File: config.mk
export PLATFORM = sky130hd
export DESIGN_NAME = pwm_capture
export DESIGN_NICKNAME = d
export VERILOG_FILES = /design/src/rtl/pwm_capture.sv
export SDC_FILE = /design/constraint.sdc
export NUM_CORES = 1
export LEC_CHECK = 0
export BUFFER_PORTS_ARGS = -buffer_cell sky130_fd_sc_hd__buf_4
export CORE_ASPECT_RATIO = 1.1
export CORE_UTILIZATION = 60
export DETAILED_ROUTE_END_ITERATION = 16
export GPL_TIMING_DRIVEN = 1
export PLACE_DENSITY = 0.82
export SLEW_MARGIN = 20
export SYNTH_ARGS = -nofsm -noshare
export SYNTH_HDL_FRONTEND = slang
export SYNTH_SLANG_ARGS = --single-unit
File: constraint.sdc
create_clock -name clk_in -period 5.9 [get_ports clk_in]
set_input_delay 0 -clock clk_in [delete_from_list [all_inputs] [get_ports clk_in]]
set_output_delay 0 -clock clk_in [all_outputs]
set_load 0.01 [all_outputs]
File: src/rtl/pwm_capture.sv
// Measures period and high time of an asynchronous PWM input, then derives duty
// with an R-step restoring divider once per captured period.
//
// state | meaning
// IDLE  | disabled; counters and divider cleared, outputs hold
// ARM   | counting timeout, waiting for the first rise (partial period discarded)
// MEAS  | counting period/high time, next rise captures a measurement
// DIV   | dividing high<<R by period, one quotient bit per cycle
module pwm_capture #(
    parameter int R        = 8,
    parameter int CNT_BITS = 16
) (
    input  logic                clk_in,
    input  logic                rst_n,
    input  logic                pwm_in,
    input  logic                enable,
    input  logic                clr_flags,
    output logic [CNT_BITS-1:0] period_count,
    output logic [CNT_BITS-1:0] high_count,
    output logic [R-1:0]        duty,
    output logic                meas_valid,
    output logic                no_signal,
    output logic                overrun
);

    localparam int CW = (R > 1) ? $clog2(R) : 1;
    localparam logic [CW-1:0]       DIV_LAST = CW'(R - 1);
    localparam logic [CW-1:0]       DIV_ONE  = CW'(1);
    localparam logic [CNT_BITS-1:0] CNT_ONE  = CNT_BITS'(1);
    localparam logic [CNT_BITS-1:0] CNT_MAX  = '1;

    typedef enum logic [1:0] {S_IDLE, S_ARM, S_MEAS, S_DIV} state_t;

    state_t              state;
    logic                sync_ff1, sync_ff2, sync_prev;
    logic                rise;
    logic [CNT_BITS-1:0] pcnt, hcnt, sync_inc;
    logic [CNT_BITS-1:0] div_rem, div_den, cap_high;
    logic [R-2:0]        div_q;
    logic [CW-1:0]       div_cnt;
    logic [CNT_BITS:0]   rem_sh;
    logic [CNT_BITS-1:0] rem_next;
    logic [R-1:0]        q_next;

    always_ff @(posedge clk_in or negedge rst_n) begin
        if (!rst_n) begin
            sync_ff1  <= 1'b0;
            sync_ff2  <= 1'b0;
            sync_prev <= 1'b0;
        end else begin
            sync_ff1  <= pwm_in;
            sync_ff2  <= sync_ff1;
            sync_prev <= sync_ff2;
        end
    end

    assign rise     = sync_ff2 & ~sync_prev;
    assign sync_inc = {{(CNT_BITS-1){1'b0}}, sync_ff2};

    // Remainder stays below the divisor, so one extra bit covers the shift.
    always_comb begin
        rem_sh = {div_rem, 1'b0};
        if (rem_sh >= {1'b0, div_den}) begin
            rem_next = rem_sh[CNT_BITS-1:0] - div_den;
            q_next   = {div_q, 1'b1};
        end else begin
            rem_next = rem_sh[CNT_BITS-1:0];
            q_next   = {div_q, 1'b0};
        end
    end

    always_ff @(posedge clk_in or negedge rst_n) begin
        if (!rst_n) begin
            state        <= S_IDLE;
            pcnt         <= '0;
            hcnt         <= '0;
            div_rem      <= '0;
            div_den      <= '0;
            div_q        <= '0;
            div_cnt      <= '0;
            cap_high     <= '0;
            period_count <= '0;
            high_count   <= '0;
            duty         <= '0;
            meas_valid   <= 1'b0;
            no_signal    <= 1'b0;
            overrun      <= 1'b0;
        end else begin
            meas_valid <= 1'b0;
            if (clr_flags)
                overrun <= 1'b0;

            if (!enable) begin
                state     <= S_IDLE;
                pcnt      <= '0;
                hcnt      <= '0;
                div_rem   <= '0;
                div_den   <= '0;
                div_q     <= '0;
                div_cnt   <= '0;
                cap_high  <= '0;
                no_signal <= 1'b0;
            end else if (state == S_IDLE) begin
                state <= S_ARM;
                pcnt  <= '0;
                hcnt  <= '0;
            end else if (pcnt == CNT_MAX) begin
                // Saturated period counter: the input has stopped toggling.
                state     <= S_ARM;
                no_signal <= 1'b1;
                pcnt      <= '0;
                hcnt      <= '0;
                div_rem   <= '0;
                div_den   <= '0;
                div_q     <= '0;
                div_cnt   <= '0;
            end else begin
                if (rise) begin
                    pcnt      <= '0;
                    hcnt      <= CNT_ONE;
                    no_signal <= 1'b0;
                end else begin
                    pcnt <= pcnt + CNT_ONE;
                    hcnt <= hcnt + sync_inc;
                end

                case (state)
                    S_ARM: begin
                        if (rise)
                            state <= S_MEAS;
                    end
                    S_MEAS: begin
                        if (rise) begin
                            div_rem  <= hcnt;
                            div_den  <= pcnt + CNT_ONE;
                            cap_high <= hcnt;
                            div_q    <= '0;
                            div_cnt  <= DIV_LAST;
                            state    <= S_DIV;
                        end
                    end
                    S_DIV: begin
                        if (rise)
                            overrun <= 1'b1;
                        div_rem <= rem_next;
                        div_q   <= q_next[R-2:0];
                        if (div_cnt == '0) begin
                            period_count <= div_den;
                            high_count   <= cap_high;
                            duty         <= q_next;
                            meas_valid   <= 1'b1;
                            state        <= S_MEAS;
                        end else begin
                            div_cnt <= div_cnt - DIV_ONE;
                        end
                    end
                    default: state <= S_IDLE;
                endcase
            end
        end
    end

endmodule

==> qor.csv, run 1 <==
metric;value;unit
drtAntennaViolNets;0;
status;completed;
utilization;71.48;%
die_h;113.9;µm
grt-ovfl-total;0;
clk_path_buf_depth;2;
irDropWorstVdd;0.1938;mV
rsz0062_at_grt;no;
maxCapViolCount;0;
fin_nets;733;
max_freq;326.0;MHz
cts_buffers;17;
drt_iter0_drc;343;
syn_area;6824;µm²
track_usage;27.33;%
synthSimpleGateAreaFrac;13.57;%
yosysUniqueCellTypes;52;
slew_headroom;27.69;%
synth_area_leaders;dfrtp_1 (51%), mux2_2 (5.1%), nor2_1 (5.0%);
worstMarginPinSlew;1.085;ns
row_count;40;
synth_edf_count;0;
setup_violations;0;
hpwl;10.46;mm
criticalPathCategory;reg2reg;
ys.flop_type;dfrtp_1;
post-cts-setup-buffers;0;
synth_compound_gate_area_share;13.27;%
fin_crit;3.067;ns
synth_common_cells;dfrtp_1 (138), nor2_1 (90), a21oi_1 (54), inv_1 (35), nand2_1 (33);
synth_most_common_cell;dfrtp_1;
grt_max_degree;73;
final_layout_size_suffix_gt1_share;17.39;%
hold_path_class;in2async;
synth_top_family_by_area;simple AND/OR/NAND/NOR gates;
drcViolationCount;0;
drt-total-wl;15.11;mm
hold_viol_final;0;
finalCritPeriodShare;51.99;%
end_kind;flip-flop;
dieArea;11800;µm²
required;6.21;ns
antenna_found_initial;0;
yosysTopAreaCell;dfrtp_1;
core_area;11010;µm²
routed_via_density;5.956;
timing.final.max_slew_violations;0;
fillerInstances;799;
syn-num-nets;688;
avgRoutedWirePerCell;17.45;µm
async_reset_ff_share;100.0;%
rrSetupSlack;2.83;ns
avgSynthCellArea;10.32;µm²
cp.arrival;3.38;ns
clock-sinks;138;
htreeDepth;4;
clk_pin_slew;0.06;ns
ioPinCount;48;
gp_congestion;0.8663;
yosysSeqAreaShare;50.61;%
io_buffers;47;
synth_top_area_share;50.61;%
whs;0.1301;ns
initial_core_util;61.98;%
antenna_cells;0;
synth_fa_ha_area_share;4.144;%
synthXorXnorAreaFrac;4.107;%
grt_pass1_vias;5046;
cts_tree;yes;
power.density;293.8;nW/µm²
synthMuxAreaShare;9.974;%
start_kind;flip-flop;
synth_seq_cells;138;
vias;5158;
yosysWarnings;0;
finClkSkew;0.007481;ns
cts-root-buf;clkbuf_16;
synthCells;661;
areaGrowthSynthToFinish;15.33;%
setup_tns;0;ns
die_x;103.7;µm
leakage;3.862;nW
insertion_delay;0.42;ns
drt_pass1_iterations;5;
grt_pass1_wl;25.06;mm
worstPathMaxFanout;16;
[where the power goes]
part | switching, mW | total (mW) | internal, mW
logic | 0.173 | 0.274 | 0.101
registers | 0.0163 | 0.977 | 0.961
clock network | 0.415 | 1.06 | 0.647
[worst max-delay path: stages, from the launching register on]
cell and delay (ns):
dfrtp_1 0.37, inv_1 0.06, ha_1 0.37, nand3_1 0.15, a21oi_1 0.38, nor3_1 0.12
o21ai_2 0.66, buf_4 0.32, mux2i_1 0.21, a211oi_1 0.11, a21o_1 0.20
[per-stage QoR]
step / total power, mW / cells / worst slack (ns) / instance area (µm²)
global placement: 1.255 / 830 / 2.985 / 7234
floorplan: 1.190 / 661 / 3.662 / 6824
global route: 2.390 / 866 / 2.642 / 7870
finish: 2.312 / 866 / 2.833 / 7870
CTS: 2.322 / 866 / 2.846 / 7870
detailed placement: 1.263 / 830 / 2.893 / 7234
[cell usage in the layout (no fill, tap or decap), types with 3 or more instances in the layout]
cell type and count:
buf_4 50, o31ai_1 19, and2_1 4, a31oi_1 5, mux2i_1 23, or3_1 4, dlygate4sd3_1 4, a211oi_1 9
nand3_1 22, a21oi_1 53, nand4_1 7, mux2_2 31, nor2_1 90, clkinvlp_4 4, dfrtp_1 138, xnor2_1 12
nor3_1 15, nand2_1 33, a21o_1 9, inv_1 35, clkinv_2 3, o21ai_0 22, o21bai_1 3, a22o_1 9
xor2_1 20, and3_1 6, ha_1 21, nor2b_1 4, mux2_1 9, clkbuf_16 17, nor4_1 3
[final cells by class]
type,instances,area (µm²),share of cell area (%)
well taps,147,183.9,2.337
flip-flops and latches,138,3453,43.88
multi-input cells,459,3079,39.13
inverters,35,131.4,1.669
clock inverters,13,142.6,1.812
clock buffers,19,452.9,5.755
repair buffers,55,426.7,5.421
[registers in the layout, summed over array words and instances (netlist names)]
signal and flops:
meas_valid 1, sync_ff1 1, duty 8, pcnt 16
period_count 16, sync_prev 1, overrun 1, hcnt 16
div_cnt 3, div_q 7, state 2, high_count 16
div_rem 16, cap_high 16, sync_ff2 1, div_den 16
no_signal 1
[layer usage]
| metal | GRT usage (%) | vias to the layer above | share of wire, % |
|---|---|---|---|
| li1 | - | 2413 | - |
| met1 | 34.89 | 2566 | 42 |
| met2 | 45.28 | 147 | 50 |
| met3 | 6.514 | 32 | 5.3 |
| met4 | 11.24 | 0 | 2.3 |
| met5 | 0 | - | 0 |
[logic make-up after synthesis]
kind of cell,count (synthesis)
AO/OA/AOI/OAI,143
flip-flops,138
adder cells (fa/ha/maj),22
multiplexers,63
AND/OR/NAND/NOR,199
XOR/XNOR,32
buffers and inverters,64
[final timing paths]
path / startpoint / endpoint / cells after the start
worst max-delay path: div_den[3] / div_rem[6] / 10
worst min register to register: sync_ff1 / sync_ff2 / 0
worst max register to register: div_den[3] / div_rem[6] / 10
max in group asynchronous: rst_n / duty[6] / 3
worst min-delay path: rst_n / duty[4] / 2
min in group clk_in: pwm_in / sync_ff1 / 2
[timing repair]
item,in CTS,in global routing
endpoints found under the hold margin,73,0
hold buffers,4,0
resized for setup,0,0
setup endpoints to repair,0,0
Note: power is estimated with default switching activity, not from simulation.
==> inputs of run 2 (changes only) <==
==> constraint.sdc (replaced) <==
create_clock -name clk_in -period 3.2 [get_ports clk_in]
set_input_delay 0 -clock clk_in [delete_from_list [all_inputs] [get_ports clk_in]]
set_output_delay 0 -clock clk_in [all_outputs]
set_load 0.01 [all_outputs]
==> run 2 against run 1 <==
  * Clock power grew 93%
  * Design area grew 1.1%
  * Sequential power grew 85%
  * Critical path depth shrank 1
  * Flip-flop and latch count is the same
  * Die area is the same
  * Combinational power grew 100%
  * Highest routed layer unchanged
==> qor.csv, run 2 (same netlist as run 1, synthesis figures left out) <==
metric;value;unit
status;completed;
row_count;40;
wl_met1;6.401;mm
grt_max_degree;89;
finalCritPeriodShare;87.64;%
place_area;7302;µm²
initial_core_util;61.98;%
required;3.49;ns
leakage;3.912;nW
utilization;72.28;%
dieArea;11800;µm²
drt_iter0_drc;429;
cpPeakStageDelay;0.53;ns
fin_crit;2.805;ns
criticalPathCategory;reg2reg;
grt_pass1_wl;26.50;mm
worstMarginPinSlew;1.068;ns
htreeDepth;4;
timing.final.max_slew_violations;0;
slew_headroom;28.82;%
ioPinCount;48;
final_cells;874;
maxCapViolCount;0;
layout_setup_ws;0.3955;ns
place_ws;0.4968;ns
antenna_cells;0;
cp_cell_sequence;ha_1, nand4_1, nor4_1, nand2_1, o21ai_2, buf_4, nand3_1, mux2i_1, nor3_1;
core_area;11010;µm²
die_x;103.7;µm
rsz0062_at_grt;no;
fin_nets;742;
worstPathMaxFanout;13;
cp.arrival;3.10;ns
drcViolationCount;0;
drt-total-wl;16.22;mm
fillerInstances;796;
gp_congestion;0.8980;
cts_buffers;17;
finalInstanceArea;7959;µm²
hold_viol_final;0;
final_cell_mix;dfrtp_1 (138), nor2_1 (90), buf_4 (59);
crit_path_top_delay_cell;o21ai_2;
clock-sinks;138;
start_kind;flip-flop;
die_h;113.9;µm
final_common_cell;dfrtp_1;
finClkSkew;0.009321;ns
vias;5351;
setup_violations;0;
grt-ovfl-total;0;
dpl.cell_count;839;
setup_tns;0;ns
areaGrowthSynthToFinish;16.63;%
dr_wl_met2;8.102;mm
routed_via_density;6.122;
io_buffers;47;
avgRoutedWirePerCell;18.56;µm
drtAntennaViolNets;0;
cts_tree;yes;
wl_met3;1.200;mm
end_kind;flip-flop;
clk_pin_slew;0.06;ns
max_freq;356.6;MHz
clk_path_buf_depth;2;
grt_pass1_vias;5331;
drt_pass1_iterations;6;
final_layout_size_suffix_gt1_share;18.02;%
cts-root-buf;clkbuf_16;
antenna_found_initial;0;
irDropWorstVdd;0.4397;mV
insertion_delay;0.42;ns
hold_path_class;in2async;
highest_layer;met4;
power.density;554.9;nW/µm²
track_usage;28.81;%
hpwl;10.81;mm
run 2: critical path, delay by kind of cell (launching register included):
kind                     cells  cell delay (ns)
buffers and inverters        1             0.28
multiplexers                 1             0.19
AO/OA/AOI/OAI                1             0.53
adder cells (fa/ha/maj)      1             0.42
flip-flops                   1             0.42
AND/OR/NAND/NOR              5             0.84
run 2: where the power goes:
| group | leakage, nW | internal, mW | switching [mW] |
|---|---|---|---|
| Clock | 0.292 | 1.32 | 0.734 |
| Sequential | 1.91 | 1.77 | 0.0337 |
| Combinational | 1.71 | 0.215 | 0.342 |
| Total | 3.91 | 3.31 | 1.11 |
run 2: final timing paths:
path / start / endpoint / slack, ns / cells past startpoint
max: div_rem[9] / div_rem[15] / 0.40 / 9
min: rst_n / duty[5] / 0.21 / 2
max reg2reg: div_rem[9] / div_rem[15] / 0.40 / 9
min reg2reg: sync_ff1 / sync_ff2 / 0.35 / 0
max in group asynchronous: rst_n / pcnt[2] / 2.09 / 3
min in group clk_in: pwm_in / sync_ff1 / 0.24 / 2
run 2: cell type report:
type                            count  area (µm²)  share of cell area [%]
Inverter                           35       131.4                   1.651
Clock buffer                       20       446.7                   5.612
Timing Repair Buffer               64       494.2                   6.210
Sequential cell                   138        3453                   43.39
Multi-Input combinational cell    459        3079                   38.69
Clock inverter                     11       170.2                   2.138
Tap cell                          147       183.9                   2.311
run 2: per-stage QoR:
| step | hold WS (ns) | power (mW) |
|---|---|---|
| floorplan | -0.2956 | 2.195 |
| global placement | 0.1113 | 2.353 |
| detailed placement | 0.1107 | 2.371 |
| CTS | 0.2231 | 4.421 |
| global route | 0.2415 | 4.548 |
| finish | 0.2116 | 4.416 |
run 2: layer usage:
metal  vias to the layer above  GRT usage [%]
li1                       2431              -
met1                      2611          35.14
met2                       253          49.84
met3                        56          6.629
met4                         0          11.81
met5                         -              0
run 2: repair_timing:
| item | CTS | global route |
|---|---|---|
| endpoints found under the hold margin | 93 | 0 |
| gates resized for setup | 0 | 0 |
| buffers inserted | 0 | 0 |
| hold buffers | 4 | 0 |
==> inputs of run 3 (changes only) <==
--- a/config.mk
+++ b/config.mk
@@ -5,12 +5,13 @@
 export SDC_FILE = /design/constraint.sdc
 export NUM_CORES = 1
 export LEC_CHECK = 0
-export BUFFER_PORTS_ARGS = -buffer_cell sky130_fd_sc_hd__buf_4
 export CORE_ASPECT_RATIO = 1.1
+export CORE_MARGIN = 4
 export CORE_UTILIZATION = 60
 export DETAILED_ROUTE_END_ITERATION = 16
+export DONT_BUFFER_PORTS = 1
 export GPL_TIMING_DRIVEN = 1
-export PLACE_DENSITY = 0.82
+export PLACE_DENSITY = 0.79
 export SLEW_MARGIN = 20
 export SYNTH_ARGS = -nofsm -noshare
 export SYNTH_HDL_FRONTEND = slang
==> run 3 against run 2 <==
  * Design area is 4.3% lower
  * Sequential power about the same
  * Critical path depth is 1 lower
  * Clock power barely moved
  * Die area is 11% higher
  * Register-to-register slack better by 0.11 ns
  * Final cell count is 5.7% lower
  * Combinational power fell by 7.5%
  * First-iteration DRC count down 23%
==> qor.csv, run 3 (same netlist as run 1, synthesis figures left out) <==
metric;value;unit
status;completed;
timing.final.max_slew_violations;0;
grt_max_degree;139;
io_buffers;0;
avgRoutedWirePerCell;18.27;µm
finClkSkew;0.008632;ns
rr_worst_depth;8;
place_ws;0.5545;ns
utilization;69.17;%
dpl.cell_count;786;
grt_pass1_wl;25.03;mm
criticalPathCategory;reg2reg;
core_area;11010;µm²
hold_buffers;4;
clk_pin_slew;0.06;ns
die_x;109.7;µm
areaGrowthSynthToFinish;11.61;%
irDropWorstVdd;0.4085;mV
row_count;40;
setup_violations;0;
setup_tns;0;ns
slew_headroom;28.60;%
final_common_cell;dfrtp_1;
hpwl;10.03;mm
antenna_found_initial;0;
power_switching;1.148;mW
final_cell_mix;dfrtp_1 (138), nor2_1 (90), a21oi_1 (53);
vias;5049;
clock_power_share;47.1;%
cts-resized-gates;0;
hold_viol_final;0;
finalCritPeriodShare;84.07;%
dieArea;13150;µm²
die_h;119.9;µm
fin_nets;691;
combPwrFrac;11.7;%
routed_via_density;6.127;
track_usage;24.49;%
fin_crit;2.690;ns
cp.arrival;2.99;ns
gp_congestion;0.9354;
start_kind;flip-flop;
leakage;3.667;nW
cts_buffers;17;
worstPathMaxFanout;28;
final_cells;824;
grt_pass1_vias;5131;
htreeDepth;4;
hold_path_class;in2reg;
drtAntennaViolNets;0;
rsz0062_at_grt;no;
initial_core_util;61.98;%
cts-root-buf;clkbuf_16;
p_seq_share;41.1;%
antenna_cells;0;
netSwitchingFraction;26.20;%
power.density;575.6;nW/µm²
worstMarginPinSlew;1.071;ns
clock-sinks;138;
cts_tree;yes;
insertion_delay;0.42;ns
maxCapViolCount;0;
clk_path_buf_depth;2;
grt-ovfl-total;0;
required;3.50;ns
drt_pass1_iterations;5;
post-cts-setup-buffers;0;
layout_setup_ws;0.5099;ns
min_path_cells;3;
drt_iter0_drc;332;
drt-total-wl;15.06;mm
final_layout_size_suffix_gt1_share;12.11;%
internal-power;3.235;mW
end_kind;flip-flop;
ioPinCount;48;
drcViolationCount;0;
max_freq;371.7;MHz
[run 3: cell count changes in the layout (fill, tap and decap cells not counted), sizes merged]
cell / change
buf: -52
bufinv: -1
clkbuf: -2
clkinv: +2
clkinvlp: -2
dlygate4sd3: +1
inv: +4
[run 3: path summary, 6_finish.rpt]
| kind | start | end | slack, ns |
|---|---|---|---|
| hold / removal | enable | hcnt[1] | 0.05 |
| min in group asynchronous | rst_n | duty[4] | 0.17 |
| setup / recovery | pcnt[0] | div_cnt[0] | 0.51 |
| hold reg to reg | sync_ff1 | sync_ff2 | 0.36 |
| max in group asynchronous | rst_n | div_rem[6] | 2.41 |
| setup reg to reg | pcnt[0] | div_cnt[0] | 0.51 |
[run 3: worst max-delay path, stage by stage, from the launching register on]
cell and delay (ns):
dfrtp_1 0.44, ha_1 0.28, inv_1 0.12, nor4_4 0.07
and2_1 0.18, a211oi_1 0.23, a31o_1 0.85, a21oi_1 0.15
o22a_1 0.25
[run 3: area by class of cell]
type                    count  area (µm²)
repair buffers             13       142.6
clock inverters            14       186.4
well taps                 147       183.9
multi-input cells         459        3079
fillers                   796        3395
inverters                  35       131.4
clock buffers              18       439.2
flip-flops and latches    138        3453
[run 3: per-stage QoR]
stage	area, µm²	hold WS (ns)	power (mW)
2_1_floorplan	6824	-0.2956	2.195
3_3_place_gp	6913	-0.2905	2.291
3_5_place_dp	6913	-0.2908	2.301
4_1_cts	7579	-0.7360	4.362
5_1_grt	7616	0.06928	4.534
6_report	7616	0.04626	4.383
[run 3: power groups by stage]
stage | clock [mW] | combinational [mW] | sequential, mW
after global routing | 2.16 | 0.569 | 1.80
after detailed placement | 0 | 0.467 | 1.83
after CTS | 2.09 | 0.475 | 1.80
final | 2.07 | 0.515 | 1.80
after global placement | 0 | 0.459 | 1.83
after floorplan | 0 | 0.375 | 1.82
[run 3: layer usage]
layer | track usage (%) | part of all wire, % | vias to the layer above
li1 | - | - | 2332
met1 | 32.18 | 42 | 2510
met2 | 38.97 | 49 | 175
met3 | 5.702 | 6.1 | 32
met4 | 10.05 | 2.5 | 0
met5 | 0 | 0 | -
